<file path="config.mk">
export PLATFORM = sky130hd
export DESIGN_NAME = multicycle_controller
export DESIGN_NICKNAME = d
export VERILOG_FILES = /design/src/rtl/mc_pkg.sv /design/src/rtl/mc_alu_decoder.sv /design/src/rtl/multicycle_controller.sv
export SDC_FILE = /design/constraint.sdc
export NUM_CORES = 1
export LEC_CHECK = 0
export ABC_CLOCK_PERIOD_IN_PS = 2400
export BUFFER_PORTS_ARGS = -buffer_cell sky130_fd_sc_hd__buf_2
export CORE_MARGIN = 2
export CORE_UTILIZATION = 45
export CTS_CLUSTER_SIZE = 16
export DETAILED_ROUTE_END_ITERATION = 6
export PLACE_DENSITY_LB_ADDON = 0.15
export SYNTH_ARGS = -nofsm -noshare
export SYNTH_HDL_FRONTEND = slang
export SYNTH_HIERARCHICAL = 1
export SYNTH_SLANG_ARGS = --single-unit
</file>
<file path="constraint.sdc">
create_clock -name clk -period 2.4 [get_ports clk]
set_clock_uncertainty 0.2 [all_clocks]
set_input_delay 0.48 -clock clk [delete_from_list [all_inputs] [get_ports clk]]
set_output_delay 0.48 -clock clk [all_outputs]
set_load 0.01 [all_outputs]
</file>
<file path="src/rtl/mc_pkg.sv">
// Shared types and encodings for the multi-cycle RV32I sequencing controller.
// Imported by the controller top and its ALU decoder.
package mc_pkg;

  typedef enum logic [3:0] {
    S_FETCH    = 4'd0,
    S_DECODE   = 4'd1,
    S_MEMADR   = 4'd2,
    S_MEMREAD  = 4'd3,
    S_MEMWB    = 4'd4,
    S_MEMWRITE = 4'd5,
    S_EXECR    = 4'd6,
    S_EXECI    = 4'd7,
    S_ALUWB    = 4'd8,
    S_BEQ      = 4'd9,
    S_JAL      = 4'd10,
    S_TRAP     = 4'd11
  } state_e;

  typedef enum logic [1:0] {
    ALUOP_ADD   = 2'b00,
    ALUOP_SUB   = 2'b01,
    ALUOP_FUNCT = 2'b10
  } aluop_e;

  localparam logic [6:0] OP_LOAD  = 7'b0000011;
  localparam logic [6:0] OP_STORE = 7'b0100011;
  localparam logic [6:0] OP_R     = 7'b0110011;
  localparam logic [6:0] OP_I     = 7'b0010011;
  localparam logic [6:0] OP_BEQ   = 7'b1100011;
  localparam logic [6:0] OP_JAL   = 7'b1101111;

  localparam logic [2:0] ALU_ADD = 3'b000;
  localparam logic [2:0] ALU_SUB = 3'b001;
  localparam logic [2:0] ALU_AND = 3'b010;
  localparam logic [2:0] ALU_OR  = 3'b011;
  localparam logic [2:0] ALU_SLT = 3'b101;

  localparam logic [1:0] RES_ALUOUT    = 2'b00;
  localparam logic [1:0] RES_DATA      = 2'b01;
  localparam logic [1:0] RES_ALURESULT = 2'b10;

  localparam logic [1:0] SRCA_PC    = 2'b00;
  localparam logic [1:0] SRCA_OLDPC = 2'b01;
  localparam logic [1:0] SRCA_RS1   = 2'b10;

  localparam logic [1:0] SRCB_RS2  = 2'b00;
  localparam logic [1:0] SRCB_IMM  = 2'b01;
  localparam logic [1:0] SRCB_FOUR = 2'b10;

  localparam logic [1:0] IMM_I = 2'b00;
  localparam logic [1:0] IMM_S = 2'b01;
  localparam logic [1:0] IMM_B = 2'b10;
  localparam logic [1:0] IMM_J = 2'b11;

  localparam logic [1:0] CAUSE_NONE    = 2'b00;
  localparam logic [1:0] CAUSE_ILLEGAL = 2'b01;
  localparam logic [1:0] CAUSE_TIMEOUT = 2'b10;

  // States that hold a memory request open and therefore wait on mem_ready.
  function automatic logic is_mem_state(input state_e s);
    return (s == S_FETCH) || (s == S_MEMREAD) || (s == S_MEMWRITE);
  endfunction

endpackage

</file>
<file path="src/rtl/mc_alu_decoder.sv">
// Maps the controller's ALUOp plus instruction function bits to an ALUControl code.
// Purely combinational.
module mc_alu_decoder
  import mc_pkg::*;
(
  input  aluop_e     alu_op_i,
  input  logic [2:0] funct3_i,
  input  logic       funct7b5_i,
  input  logic       op5_i,
  output logic [2:0] alu_control_o
);

  always_comb begin
    alu_control_o = ALU_ADD;
    case (alu_op_i)
      ALUOP_SUB: alu_control_o = ALU_SUB;
      ALUOP_FUNCT: begin
        case (funct3_i)
          // funct7b5 only selects sub for register-register ops; addi keeps add.
          3'b000:  alu_control_o = (funct7b5_i && op5_i) ? ALU_SUB : ALU_ADD;
          3'b010:  alu_control_o = ALU_SLT;
          3'b110:  alu_control_o = ALU_OR;
          3'b111:  alu_control_o = ALU_AND;
          default: alu_control_o = ALU_ADD;
        endcase
      end
      default: alu_control_o = ALU_ADD;
    endcase
  end

endmodule

</file>
<file path="src/rtl/multicycle_controller.sv">
// Multi-cycle RV32I sequencing FSM: steps a shared ALU / unified memory datapath
// through fetch, decode, execute, memory and writeback, trapping on bad opcodes or stalls.
module multicycle_controller
  import mc_pkg::*;
#(
  parameter int unsigned WAIT_LIMIT = 0
) (
  input  logic       clk,
  input  logic       rst_n,
  input  logic [6:0] opcode,
  input  logic [2:0] funct3,
  input  logic       funct7b5,
  input  logic       zero,
  input  logic       mem_ready,
  output logic       mem_req,
  output logic       MemWrite,
  output logic       AdrSrc,
  output logic       IRWrite,
  output logic       PCWrite,
  output logic       RegWrite,
  output logic [1:0] ResultSrc,
  output logic [1:0] ALUSrcA,
  output logic [1:0] ALUSrcB,
  output logic [1:0] ImmSrc,
  output logic [2:0] ALUControl,
  output logic       trap,
  output logic [1:0] trap_cause
);

  localparam logic [8:0] LIMIT = 9'(WAIT_LIMIT);

  state_e     state_q, state_d;
  logic [7:0] wait_cnt_q, wait_cnt_d;
  logic [1:0] cause_q, cause_d;
  logic       timeout;
  aluop_e     alu_op;
  logic       branch;
  logic       pc_update;

  // Trap fires in the cycle whose stall would bring the counter up to the limit;
  // a mem_ready in that same cycle completes the access instead.
  assign timeout = (LIMIT != 9'd0) && !mem_ready && (({1'b0, wait_cnt_q} + 9'd1) == LIMIT);

  always_comb begin
    state_d = state_q;
    cause_d = cause_q;
    case (state_q)
      S_FETCH: begin
        if (mem_ready) begin
          state_d = S_DECODE;
        end else if (timeout) begin
          state_d = S_TRAP;
          cause_d = CAUSE_TIMEOUT;
        end
      end
      S_DECODE: begin
        case (opcode)
          OP_LOAD, OP_STORE: state_d = S_MEMADR;
          OP_R:              state_d = S_EXECR;
          OP_I:              state_d = S_EXECI;
          OP_BEQ:            state_d = S_BEQ;
          OP_JAL:            state_d = S_JAL;
          default: begin
            state_d = S_TRAP;
            cause_d = CAUSE_ILLEGAL;
          end
        endcase
      end
      S_MEMADR:  state_d = (opcode == OP_LOAD) ? S_MEMREAD : S_MEMWRITE;
      S_MEMREAD: begin
        if (mem_ready) begin
          state_d = S_MEMWB;
        end else if (timeout) begin
          state_d = S_TRAP;
          cause_d = CAUSE_TIMEOUT;
        end
      end
      S_MEMWB: state_d = S_FETCH;
      S_MEMWRITE: begin
        if (mem_ready) begin
          state_d = S_FETCH;
        end else if (timeout) begin
          state_d = S_TRAP;
          cause_d = CAUSE_TIMEOUT;
        end
      end
      S_EXECR: state_d = S_ALUWB;
      S_EXECI: state_d = S_ALUWB;
      S_ALUWB: state_d = S_FETCH;
      S_BEQ:   state_d = S_FETCH;
      S_JAL:   state_d = S_ALUWB;
      S_TRAP:  state_d = S_TRAP;
      default: state_d = S_FETCH;
    endcase
  end

  always_comb begin
    wait_cnt_d = wait_cnt_q;
    if (state_d != state_q) begin
      wait_cnt_d = 8'd0;
    end else if (is_mem_state(state_q) && !mem_ready && (wait_cnt_q != 8'hFF)) begin
      wait_cnt_d = wait_cnt_q + 8'd1;
    end
  end

  always_ff @(posedge clk) begin
    if (!rst_n) begin
      state_q    <= S_FETCH;
      wait_cnt_q <= 8'd0;
      cause_q    <= CAUSE_NONE;
    end else begin
      state_q    <= state_d;
      wait_cnt_q <= wait_cnt_d;
      cause_q    <= cause_d;
    end
  end

  always_comb begin
    mem_req   = 1'b0;
    MemWrite  = 1'b0;
    AdrSrc    = 1'b0;
    IRWrite   = 1'b0;
    RegWrite  = 1'b0;
    ResultSrc = RES_ALUOUT;
    ALUSrcA   = SRCA_PC;
    ALUSrcB   = SRCB_RS2;
    alu_op    = ALUOP_ADD;
    branch    = 1'b0;
    pc_update = 1'b0;
    case (state_q)
      S_FETCH: begin
        mem_req   = 1'b1;
        ALUSrcB   = SRCB_FOUR;
        ResultSrc = RES_ALURESULT;
        IRWrite   = mem_ready;
        pc_update = mem_ready;
      end
      S_DECODE: begin
        ALUSrcA = SRCA_OLDPC;
        ALUSrcB = SRCB_IMM;
      end
      S_MEMADR: begin
        ALUSrcA = SRCA_RS1;
        ALUSrcB = SRCB_IMM;
      end
      S_MEMREAD: begin
        mem_req = 1'b1;
        AdrSrc  = 1'b1;
      end
      S_MEMWB: begin
        ResultSrc = RES_DATA;
        RegWrite  = 1'b1;
      end
      S_MEMWRITE: begin
        mem_req  = 1'b1;
        MemWrite = 1'b1;
        AdrSrc   = 1'b1;
      end
      S_EXECR: begin
        ALUSrcA = SRCA_RS1;
        ALUSrcB = SRCB_RS2;
        alu_op  = ALUOP_FUNCT;
      end
      S_EXECI: begin
        ALUSrcA = SRCA_RS1;
        ALUSrcB = SRCB_IMM;
        alu_op  = ALUOP_FUNCT;
      end
      S_ALUWB: begin
        ResultSrc = RES_ALUOUT;
        RegWrite  = 1'b1;
      end
      S_BEQ: begin
        ALUSrcA = SRCA_RS1;
        ALUSrcB = SRCB_RS2;
        alu_op  = ALUOP_SUB;
        branch  = 1'b1;
      end
      S_JAL: begin
        ALUSrcA   = SRCA_OLDPC;
        ALUSrcB   = SRCB_FOUR;
        pc_update = 1'b1;
      end
      default: ;
    endcase
  end

  always_comb begin
    case (opcode)
      OP_STORE: ImmSrc = IMM_S;
      OP_BEQ:   ImmSrc = IMM_B;
      OP_JAL:   ImmSrc = IMM_J;
      default:  ImmSrc = IMM_I;
    endcase
  end

  assign PCWrite    = (branch && zero) || pc_update;
  assign trap       = (state_q == S_TRAP);
  assign trap_cause = cause_q;

  mc_alu_decoder u_alu_decoder (
    .alu_op_i      (alu_op),
    .funct3_i      (funct3),
    .funct7b5_i    (funct7b5),
    .op5_i         (opcode[5]),
    .alu_control_o (ALUControl)
  );

endmodule

</file>
==> flow_summary.toml, run 1 <==
[outcome]
outcome = "complete, no violations"

[clock_tree]
numCtsBuffers = 3
cts_hold_buf = 0
insertion_delay_ps = 250
clock-root-buffer = "clkbuf_4"
tritoncts = "yes"
htree_levels = 1
cts_sinks = 5
clk_pin_slew_ps = 50
cts_buffer_depth = 2

[sta]
min_period_over_period_pct = 94.9
finalSetupViolations = 0
fin_crit_ps = 2280
fmax_ghz = 0.439
drv_slew = 0
hold_violations = 0
setup_tns_ps = 0

[placement]
dp.cells = 152
dp.final_hpwl_mm = 1.49
io_buffers = 33
gp_congestion = 0.856

[job]
maxCapViolCount = 0

[routing]
vias = 876
drc = 0
drtIter0Drc = 10
dr.pass1.iters = 4
vias_per_cell = 5.44
wl_per_cell_um = 12.4
drt-total-wl_mm = 2.00
drtAntennaViolNets = 0

[floorplanning]
core_area_mm2 = 0.00152
rows = 14
io-pin-count = 35
die_w_um = 44.6
die_y_um = 44.6
die_area_mm2 = 0.00199
start_util_pct = 48.8

[worst_setup_path]
crit_path_start = "state_q[3]"
crit_path_end = "ALUControl[0]"
timing.rr.start = "state_q[3]"
reg2reg_slack_ps = 770
critical_path.max_fanout = 6
rr_endpoint = "state_q[0]"
end_kind = "output port"
critical_path_required_ps = 1720
startpoint_type = "flop"
arrival_ps = 1600
crit_type = "reg2out"
reg2reg_depth = 6

[worst_hold_path]
hold_path.class = "reg2reg"

[synth]
synth_xor_xnor_area_share_pct = 4.71
synth_cell_type_count = 40
yosys_warnings = 6
synthAdderAreaFrac_pct = 3.37
synthMuxAreaShare_pct = 1.52
synth_compound_area_share_pct = 21.0
synth_area_um2 = 743
synth.avg_cell_area_um2 = 7.15
ys_ff_latch = 5
ys_seq_area_share_pct = 13.5
synthSimpleGateAreaFrac_pct = 47.0
synth_top_family_by_area = "simple AND/OR/NAND/NOR gates"
synth_nets = 121
synth_cells = 104

[global_routing]
grt_max_degree = 19
grt_pass1_wl_mm = 3.11
grtUsageTotal_pct = 21.4
overflow = 0
antenna_found_initial = 0
grt_pass1_vias = 743

[layout]
fin_nets = 163
drive_gt1_share_pct = 46.2
synthToLayoutAreaGrowth_pct = 40.4
fillers = 146
final_cells = 161
antenna_cells = 0

[power_and_ir_drop]
ir_worst_vdd_uv = 427
p_per_area_mw_per_mm2 = 953
p_leak_nw = 0.512
-- worst max-delay path, stage by stage, from the launching register on --
cell	delay [ps]
dfxtp_2	330
buf_6	130
nor2b_4	110
and2_4	160
ha_4	150
nand2b_4	60
a221oi_2	250
buf_2	170
-- cell families after synthesis --
kind of cell | Yosys count
simple gates | 59
compound gates | 19
buf+inv | 13
flops | 5
xor+xnor | 4
fa+ha+maj | 2
other cells | 1
mux | 1
-- how the worst min path moves through the flow --
stage / from / endpoint / depth (start not counted)
6_report: trap_cause[0] / trap_cause[0] / 2
3_5_place_dp: trap_cause[0] / trap_cause[0] / 2
5_1_grt: rst_n / state_q[1] / 2
3_3_place_gp: trap_cause[0] / trap_cause[0] / 2
2_1_floorplan: trap_cause[0] / trap_cause[0] / 2
4_1_cts: rst_n / trap_cause[0] / 2
-- layout by cell type, fill, tap and decap left out, types with 2 or more instances in the layout --
cell type	synthesis	final
inv_1	5	5
xor2_1	3	3
and2_4	0	2
a31oi_1	2	2
buf_4	2	10
nand2b_1	5	5
nand3b_1	2	2
nor3_1	5	5
o21ai_0	2	2
and3_1	2	2
nor2_1	15	15
a21oi_1	4	4
nand2_1	9	9
clkbuf_4	0	3
buf_2	5	34
dfxtp_1	5	3
nor3b_1	2	2
a211oi_1	2	2
nor2b_4	0	2
dfxtp_2	0	2
nor2b_1	7	5
a221oi_2	2	2
-- cell usage after synthesis --
cell      number  area (um2)
nor4_2         1        12.5
nand2_1        9        33.8
a211oi_1       2        15.0
o32ai_2        1        16.3
and3_1         2        12.5
dfxtp_1        5         100
a31o_1         1        8.76
nor4_1         1        6.26
nor3_1         5        25.0
o21ai_0        2        10.0
nor2_1        15        56.3
nand2b_4       1        13.8
nand3b_1       2        15.0
a21o_1         1        7.51
ha_1           2        25.0
nor2b_2        1        8.76
and2_1         3        18.8
o21a_1         1        7.51
nor3b_1        2        15.0
a32o_2         1        11.3
o221ai_1       1        8.76
nor4b_1        1        8.76
nand3_1        1        5.00
buf_2          5        25.0
xor2_1         3        26.3
o31a_1         1        8.76
mux2_2         1        11.3
a21oi_1        4        20.0
nand2b_1       5        31.3
and4b_2        1        11.3
nor3_2         1        10.0
nor4_4         1        21.3
buf_4          2        15.0
nor2b_1        7        43.8
xnor2_1        1        8.76
inv_1          5        18.8
clkbuf_1       1        3.75
conb_1         1        3.75
a221oi_2       2        30.0
a31oi_1        2        12.5
-- metrics by stage --
step	cell area (um2)	hold slack, ps	power, W	setup WS, ps	util (%)
2_1_floorplan	749	325	0.000608	39.0	-
3_3_place_gp	943	274	0.000815	234	61.9
3_5_place_dp	943	286	0.000823	220	61.9
4_1_cts	977	297	0.000930	15.5	64.1
5_1_grt	1040	308	0.00110	-9.64	68.5
6_report	1040	293	0.000994	122	68.5
-- state kept, by name, summed over array words and instances (netlist names) --
name / count
state_q: 4
trap_cause: 1
-- where the power goes --
part,switching (W),internal [W]
registers,0.0000205,0.000114
logic,0.000402,0.000357
clock network,0.0000377,0.0000631
total,0.000460,0.000534
-- final cells by class --
cell class / instances / area, um2 / share of cell area (%)
multi-input cells: 86 / 619 / 59.4
flip-flops and latches: 5 / 103 / 9.83
repair buffers: 45 / 256 / 24.6
clock buffers: 4 / 26.3 / 2.52
well taps: 16 / 20.0 / 1.92
inverters: 5 / 18.8 / 1.80
-- repair_timing --
item	in CTS	in global routing
pin swaps	1	1
gates resized for setup	3	8
gates cloned	0	1
setup endpoints to repair	3	3
buffers inserted	0	4
-- per-layer routing --
metal | track usage, % | wire, um | share of wire [%]
met3 | 3.67 | 95 | 4.8
met5 | 0 | 0 | 0
met4 | 10.9 | 31 | 1.6
met2 | 36.8 | 1040 | 52
met1 | 25.1 | 827 | 41
Power figures use the tool's default switching activity.
==> run 2: changes to the inputs <==
--- a/config.mk
+++ b/config.mk
@@ -5,7 +5,7 @@
 export SDC_FILE = /design/constraint.sdc
 export NUM_CORES = 1
 export LEC_CHECK = 0
-export ABC_CLOCK_PERIOD_IN_PS = 2400
+export ABC_CLOCK_PERIOD_IN_PS = 2600
 export BUFFER_PORTS_ARGS = -buffer_cell sky130_fd_sc_hd__buf_2
 export CORE_MARGIN = 2
 export CORE_UTILIZATION = 45
==> constraint.sdc (replaced) <==
create_clock -name clk -period 2.6 [get_ports clk]
set_clock_uncertainty 0.2 [all_clocks]
set_input_delay 0.52 -clock clk [delete_from_list [all_inputs] [get_ports clk]]
set_output_delay 0.52 -clock clk [all_outputs]
set_load 0.01 [all_outputs]
==> run 2 against run 1 <==
Combinational power decreased by 15%. Wire length decreased by 5.2%. Via count decreased by 3.8%. Sequential cell count unchanged. Hold slack improved by 4.1 ps. Critical path type unchanged.
==> flow_summary.toml, run 2 (synthesis results as in run 1) <==
[clock_tree]
insertion_delay_ps = 250
htree_levels = 1
cts_buffer_depth = 2
cts_resized = 0
clk_pin_slew_ps = 50
postCtsSetupBuffers = 0
cts_sinks = 5
clock-root-buffer = "clkbuf_4"
tritoncts = "yes"
cts_hold_buf = 0
numCtsBuffers = 3

[global_routing]
grtUsageTotal_pct = 21.6
grt_max_degree = 19
grt_pass1_vias = 741
grt_pass1_wl_mm = 3.15
antenna_found_initial = 0
overflow = 0

[layout]
drive_gt1_share_pct = 40.6
synthToLayoutAreaGrowth_pct = 30.1
final_common_cell = "buf_2"
largest_reg_flops = 4
layout_common_cells = "buf_2, nor2_1, nand2_1"
seqCellArea_um2 = 100
multi_input_area_um2 = 599
fin_util_pct = 63.5
antenna_cells = 0
fillers = 155
fin_nets = 156
regMostFlops = "state_q"
final_cells = 154

[worst_setup_path]
critical_path_required_ps = 1880
end_kind = "output port"
startpoint_type = "flop"
reg2reg_depth = 5
timing.rr.start = "state_q[0]"
crit_path_start = "state_q[3]"
crit_chain = "buf_4 > nor2b_2 > and2_1 > ha_1 > nor4b_2 > buf_2"
cp_slowest_stage_delay_ps = 320
cpLargestDelayFamily = "simple AND/OR/NAND/NOR gates"
rr_endpoint = "state_q[0]"
reg2reg_slack_ps = 880
cp_slowest_cell = "dfxtp_1"
crit_type = "reg2out"
crit_buf_inv = 2
arrival_ps = 1750
critical_path.max_fanout = 15

[floorplanning]
die_area_mm2 = 0.00199
io-pin-count = 35
start_util_pct = 48.8
rows = 14
core_area_mm2 = 0.00152
die_y_um = 44.6
die_w_um = 44.6

[routing]
vias = 843
drc = 0
wl_per_cell_um = 12.3
drtIter0Drc = 33
dr.pass1.iters = 4
vias_per_cell = 5.47
drtAntennaViolNets = 0
drt-total-wl_mm = 1.90

[worst_hold_path]
hold_path.class = "reg2reg"
min_from = "trap_cause[0]"
holdPathStages = 2
holdPathEnd = "trap_cause[0]"

[placement]
dp.final_hpwl_mm = 1.49
dp.cells = 150
io_buffers = 33
gp_congestion = 0.846

[sta]
min_period_over_period_pct = 95.0
fmax_ghz = 0.405
finalSetupViolations = 0
grt_setup_unrepaired = "false"
hold_violations = 0
drv_slew = 0
whs_ps = 298
setup_tns_ps = 0
fin_crit_ps = 2470

[power_and_ir_drop]
p_per_area_mw_per_mm2 = 887
ir_worst_vdd_uv = 556
p_leak_nw = 0.471
power_w = 0.000858

[outcome]
outcome = "complete, no violations"

[job]
maxCapViolCount = 0
-- run 2: how the worst max path moves through the flow --
stage                          to  slack, ps  cells past startpoint
floorplan           ALUControl[2]         80                      6
global placement    ALUControl[2]        380                      6
detailed placement  ALUControl[2]        310                      6
CTS                 ALUControl[2]         30                      6
global route        ALUControl[2]          2                      6
finish              ALUControl[2]        130                      6
-- run 2: per-layer routing --
| metal | share of wire [%] | global-route usage (%) |
|---|---|---|
| met1 | 44 | 27.0 |
| met2 | 47 | 33.3 |
| met3 | 7.0 | 7.35 |
| met4 | 1.5 | 9.70 |
| met5 | 0 | 0 |
-- run 2: tightest hold or removal path, delay by kind of cell, from the launching register on --
kind,cells,cell delay [ps]
compound gates,1,40
flops,1,320
simple gates,1,90
-- run 2: cell type report --
type	count	share of cell area, %
Multi-Input combinational cell	86	62.0
Timing Repair Buffer	38	21.0
Sequential cell	5	10.3
Inverter	5	1.94
Clock buffer	4	2.72
Tap cell	16	2.07
-- run 2: stage by stage --
step / area (um2) / worst slack, ps
after floorplan: 743 / 76.6
after global placement: 922 / 381
after detailed placement: 922 / 314
after CTS: 948 / 33.8
after global routing: 967 / 1.76
final: 967 / 129
-- run 2: power breakdown --
group / internal, W / switching [W]
logic: 0.000284 / 0.000359
registers: 0.000103 / 0.0000169
clock network: 0.0000584 / 0.0000371
total: 0.000446 / 0.000413
